$ cat config.mk
export PLATFORM = sky130hd
export DESIGN_NAME = usb_rx_bit_decoder
export DESIGN_NICKNAME = d
export VERILOG_FILES = /design/src/rtl/usb_rx_bit_decoder.sv
export SDC_FILE = /design/constraint.sdc
export NUM_CORES = 1
export LEC_CHECK = 0
export CAP_MARGIN = 0
export CORE_MARGIN = 8
export CORE_UTILIZATION = 44
export CTS_BUF_LIST = sky130_fd_sc_hd__clkbuf_2
export DETAILED_ROUTE_END_ITERATION = 7
export PLACE_DENSITY = 0.66
export SYNTH_ARGS = -nofsm -noshare
export SYNTH_HDL_FRONTEND = slang
export SYNTH_SLANG_ARGS = --single-unit
export TNS_END_PERCENT = 5
$ cat constraint.sdc
create_clock -name clk -period 1.5 [get_ports clk]
set_input_delay 0.3 -clock clk [delete_from_list [all_inputs] [get_ports clk]]
set_output_delay 0.3 -clock clk [all_outputs]
set_load 0.005 [all_outputs]
$ cat src/rtl/usb_rx_bit_decoder.sv
// usb_rx_bit_decoder: USB RX front end - recovers bit timing from oversampled D+/D-,
// NRZI-decodes, unstuffs, and flags SE0 (eop) and bit-stuff violations.
module usb_rx_bit_decoder #(
   parameter int CLKS_PER_BIT = 8,
   parameter int SAMPLE_POINT = 3
) (
   input  logic clk,
   input  logic n_rst,
   input  logic d_plus,
   input  logic d_minus,
   input  logic rcving,
   output logic d_orig,
   output logic shift_en,
   output logic eop,
   output logic stuff_error
);
   localparam int TW = $clog2(CLKS_PER_BIT);
   localparam logic [TW-1:0] SP = TW'(SAMPLE_POINT);
   localparam logic [TW-1:0] LAST = TW'(CLKS_PER_BIT - 1);

   logic [TW-1:0] timer_q, timer_d;
   logic [2:0] ones_q, ones_d;
   logic dp_prev_q, last_dp_q, last_dp_d;
   logic d_orig_q, d_orig_d, shift_en_q, shift_en_d, eop_q, eop_d, stuff_error_q, stuff_error_d;
   logic edge_det, samp, raw, se0, full;

   always_comb begin
      edge_det = rcving & (d_plus ^ dp_prev_q);
      samp = rcving & (timer_q == SP) & ~edge_det;
      se0 = ~d_plus & ~d_minus;
      raw = ~(d_plus ^ last_dp_q);
      full = ones_q == 3'd6;
      // the edge cycle is count 0, so the sample lands SAMPLE_POINT clocks after the transition
      timer_d = !rcving ? '0 : edge_det ? TW'(1) : (timer_q == LAST) ? '0 : timer_q + TW'(1);
      eop_d = samp & se0;
      shift_en_d = samp & ~se0 & ~full;
      stuff_error_d = samp & ~se0 & full & raw;
      d_orig_d = shift_en_d ? raw : d_orig_q;
      last_dp_d = !rcving ? 1'b1 : (samp & ~se0) ? d_plus : last_dp_q;
      ones_d = !rcving ? 3'd0 : !samp ? ones_q : (shift_en_d & raw) ? ones_q + 3'd1 : 3'd0;
   end

   always_ff @(posedge clk or negedge n_rst) begin
      if (!n_rst) begin
         dp_prev_q <= 1'b1;
         timer_q <= '0;
         ones_q <= 3'd0;
         last_dp_q <= 1'b1;
         d_orig_q <= 1'b1;
         shift_en_q <= 1'b0;
         eop_q <= 1'b0;
         stuff_error_q <= 1'b0;
      end else begin
         dp_prev_q <= d_plus;
         timer_q <= timer_d;
         ones_q <= ones_d;
         last_dp_q <= last_dp_d;
         d_orig_q <= d_orig_d;
         shift_en_q <= shift_en_d;
         eop_q <= eop_d;
         stuff_error_q <= stuff_error_d;
      end
   end

   assign d_orig = d_orig_q;
   assign shift_en = shift_en_q;
   assign eop = eop_q;
   assign stuff_error = stuff_error_q;
endmodule

# [After elaboration in Yosys (flattened, before gate mapping)]
# Index checks and enable logic that the tools add are counted.
[totals] reg_bits=12 inputBits=5 out_inout_bits=4 word_cells=41
[classes] n_addsub=2 n_eq_ne=5 n_mux=8 bitwise=18
[op_table] op="3-bit 2-to-1 mux" count=6
[op_table] op="1-bit AND" count=10
[op_table] op="3-bit by 1-bit adder with 3-bit output (second input constant)" count=2
[op_table] op="3-bit equality test (second input constant)" count=2
[op_table] op="1-bit NOT" count=6
[op_table] op="2-bit by 1-bit != test with 1-bit output (second input constant)" count=2
[op_table] op="3-bit by 2-bit equality test with 1-bit output (second input constant)" count=1
[op_table] op="1-bit 2-to-1 mux" count=2
[op_table] op="1-bit XOR" count=2

# [Depth between registers and ports, before layout]
[depth] ltp_word=10 mapped_depth=5 mapped_depth_nobuf=5

# [Worst setup path after synthesis]
# Ideal clock, no wire load.
[synth_timing] path_type="register to register" startpoint="reg dp_prev_q" endpoint="reg d_orig_q, in the netlist d_orig" setup_time_ns=0.075 arrival_time_ns=1.326 t_required_ns=1.425 slack_ns=0.099 stages_incl_launch_ff=5 n_path_buf=1 period_less_slack_ns=1.401 cell_sequence="dfstp_2 -> buf_6 -> or3b_4 -> a221oi_4 -> mux2i_1"
[synth_between] elab_chain_cells=6
[synth_lines] item="from (decl)" line="23" text="logic dp_prev_q, last_dp_q, last_dp_d;"
[synth_lines] item="from (signal assigned)" line="54" text="dp_prev_q <= d_plus;"
[synth_lines] item="1-bit XOR" line="28" text="edge_det = rcving & (d_plus ^ dp_prev_q);"
[synth_lines] item="1-bit AND" line="28"
[synth_lines] item="1-bit NOT" line="29" text="samp = rcving & (timer_q == SP) & ~edge_det;"
[synth_lines] item="1-bit AND" line="29"
[synth_lines] item="1-bit AND (2 in series)" line="36" text="shift_en_d = samp & ~se0 & ~full;"
[synth_lines] item="via shift_en_d" line="24" text="logic d_orig_q, d_orig_d, shift_en_q, shift_en_d, eop_q, eop_d, stuff_error_q, stuff_error_d;"
[synth_lines] item="to (signal assigned)" line="58" text="d_orig_q <= d_orig_d;"
[synth_lines] item="to (decl)" line="24"
# The timed path passes the listed nets, and every way through them passes these cells.
# A chain may end at the register's enable or synchronous reset.

# [Worst setup path after layout]
[layout_timing] startpoint="in d_minus" endpoint="reg d_orig_q, in the netlist d_orig"
[layout_between] elab_chain_cells=5
[layout_lines] item="from (decl)" line="10" text="input logic d_minus,"
[layout_lines] item="1-bit NOT" line="30" text="se0 = ~d_plus & ~d_minus;"
[layout_lines] item="1-bit AND" line="30"
[layout_lines] item="1-bit NOT" line="36"
[layout_lines] item="1-bit AND (2 in series)" line="36"
[layout_lines] item="via shift_en_d" line="24"
# The timed path passes the listed nets, and every way through them passes these cells.

==> reports/results.tsv <==
stage	metric	value	unit
worst_setup_path	r2r-start	dp_prev_q	
synthesis	syn_avg_cell_area	11.0	um^2
finish	fill_cells	131	
cts	cts_tree	done	
drt	wl_per_cell	13.7	um
worst_setup_path	critical_path.cell_chain	clkdlybuf4s50_1 > or3b_4 > a221oi_4 > mux2i_1	
place	dp_worst_setup_slack	-0.246	ns
place	port-buffer-count	8	
drt	drc	0	
die	initial_core_util	45.4	%
timing	max_slew_margin	76.0	%
run	drv_cap	0	
grt	grt_max_degree	13	
worst_setup_path	cp-startpoint	d_minus	
worst_setup_path	cpMaxStageDelayCell	clkdlybuf4s50_1	
die	fp-row-count	14	
grt	grt_pass1_wl	2210	um
finish	drive_gt1_share	23.4	%
place	hpwl	937	um
synthesis	async_flop_share	100	%
synthesis	synth_top_area_share	34.1	%
die	die_area	3000	um^2
min_path	min_path_type	in2async	
cts	clock_sinks	12	
worst_setup_path	crit_path_max_fanout	3	
synthesis	ys_seq_area_share	46.0	%
synthesis	yosysUniqueCellTypes	30	
drt	viasPerCell	5.14	
worst_setup_path	path_delay_family	buffers and inverters	
grt	grt_pass1_vias	475	
power	intPower	0.443	mW
timing	fmax	672	MHz
finish	utilization	56.5	%
timing	period_share	99.1	%
worst_setup_path	reg2reg_to	d_orig	
power	combPwrFrac	14.0	%
worst_setup_path	worst-endpoint-required	1.70	ns
timing	period_needed	1.49	ns
cts	root_buffer	clkbuf_2	
timing	final-hold-violation-count	0	
cts	path_clk_slew	0.13	ns
finish	final_common_cell	dfrtp_1	
synthesis	synth_area	661	um^2
worst_setup_path	critical_path_arrival	1.69	ns
worst_setup_path	r2r_cells	3	
cts	h-tree-depth	1	
grt	overflow	0	
worst_setup_path	cp-start-kind	input pin	
finish	diodes	0	
timing	worst_pin_slew	0.356	ns
die	core_region_area	1450	um^2
die	die_w	54.8	um
timing	finalSetupViolations	0	
synthesis	synth_warnings	0	
drt	drt_iter0_markers	3	
power	power	0.605	mW
timing	hold_ws	0.309	ns
place	globalplace.congestion	0.779	
worst_setup_path	cp_num_buf_inv	1	
finish	fin_nets	88	
synthesis	synth_edf_count	0	
power	p_per_area	736	nW/um^2
worst_setup_path	cp-end-kind	flop	
timing	drv_slew	0	
cts	clkLatencyLatePin	0.27	ns
run_status	status	finished, final reports clean	
power	clkPwrFrac	28.1	%
grt	antenna_found_initial	0	
drt	first_pass_iters	4	
synthesis	netlist_instances	60	
cts	cts_hold_buf	0	
synthesis	synthTopCellsByArea	dfrtp_1 (34%), dfstp_2 (12%), ha_1 (9.5%)	
power	p_leak	0.362	nW
finish	mostFrequentLayoutCells	dfrtp_1 (9), buf_4 (8), clkdlybuf4s50_1 (7), nand2_1 (5), ha_1 (5)	
drt	wl	1280	um
power	peakVddDrop	379	uV
timing	clock_skew	0.00803	ns
die	die_h	54.8	um
cts	cts_buffers	3	
power	p_switching	0.162	mW
finish	syn_to_final_growth	24.4	%
worst_setup_path	critPathMaxStageDelay	0.46	ns
synthesis	synth_largest_area_cell	dfrtp_1	
drt	ant_nets	0	
synthesis	ys_seq_elements	12	
die	ios	9	
synthesis	synth_top_flop_cell	dfrtp_1	
worst_setup_path	rrSetupSlack	0.04	ns
worst_setup_path	crit_type	in2reg	
timing	final.setup.tns	0	ns
cts	clk_path_buf_depth	2	
power	pwr-share-seq	57.9	%
grt	grt_usage	10.6	%
timing	setup_slack	0.0128	ns
power	switching_share	26.8	%
timing	rsz0062_at_grt	true	
drt	num_vias	478	
synthesis	mappedNetlistNets	70	
flip-flops by register name (all words and copies together) (netlist names):
signal and count:
d_orig 1, dp_prev_q 1, eop 1, last_dp_q 1
ones_q 3, shift_en 1, stuff_error 1, timer_q 3
power by group through the flow:
stage	combinational (mW)	sequential, mW	clock, mW
final	0.0850	0.350	0.170
after global placement	0.0883	0.356	0
after detailed placement	0.0892	0.357	0
after floorplan	0.0444	0.353	0
after global routing	0.0976	0.353	0.198
after CTS	0.0860	0.351	0.180
area by class of cell:
cell class / count / area, um^2 / share of cell area (%)
clock inverters: 1 / 3.75 / 0.457
well taps: 16 / 20.0 / 2.44
clock buffers: 3 / 15.0 / 1.83
flip-flops and latches: 12 / 304 / 37.0
inverters: 4 / 15.0 / 1.83
repair buffers: 16 / 139 / 16.9
multi-input cells: 41 / 325 / 39.6
worst max-delay path by stage:
stage | cells past startpoint | slack, ns | end
floorplan | 4 | 0.1 | d_orig
global placement | 4 | -0.22 | d_orig
detailed placement | 4 | -0.25 | d_orig
CTS | 4 | 0.03 | d_orig
global route | 4 | -0.05 | d_orig
finish | 4 | 0.01 | d_orig
stage by stage:
stage               cells  instance area [um^2]
floorplan              60                   661
global placement       88                   793
detailed placement     88                   793
CTS                    92                   811
global route           93                   822
finish                 93                   822
cell families after synthesis:
family	count (synthesis)	synth area share, %
AOI/OAI and AO/OA	14	18.0
buffers and inverters	7	5.30
DFF	12	46.0
muxes	1	1.52
xor gates and xnor gates	3	3.98
and+or+nand+nor	18	15.7
adders and majority gates	5	9.47
cell usage after synthesis, drive strengths merged (2+ instances only):
library cell	instances
inv	4
xor2	2
nor2	3
o211ai	3
buf	2
o21ai	3
dfrtp	9
a21oi	2
dfstp	3
ha	5
nand2	6
metal layers:
layer / routed length, um / up-vias / share of wire (%) / global-route usage [%]
met2: 604 / 7 / 47 / 14.9
met3: 47 / 2 / 3.7 / 3.26
met5: 0 / - / 0 / 0
li1: - / 247 / - / -
met1: 599 / 222 / 47 / 12.9
met4: 25 / 0 / 2.0 / 8.61
timing repair:
item	4_1_cts	5_1_grt
setup endpoints to repair	1	3
cloned	0	0
buffers inserted	0	1
hold endpoints to repair	0	0
pin swaps	0	0
resized for setup	1	3
Note: power is estimated with default switching activity, not from simulation.
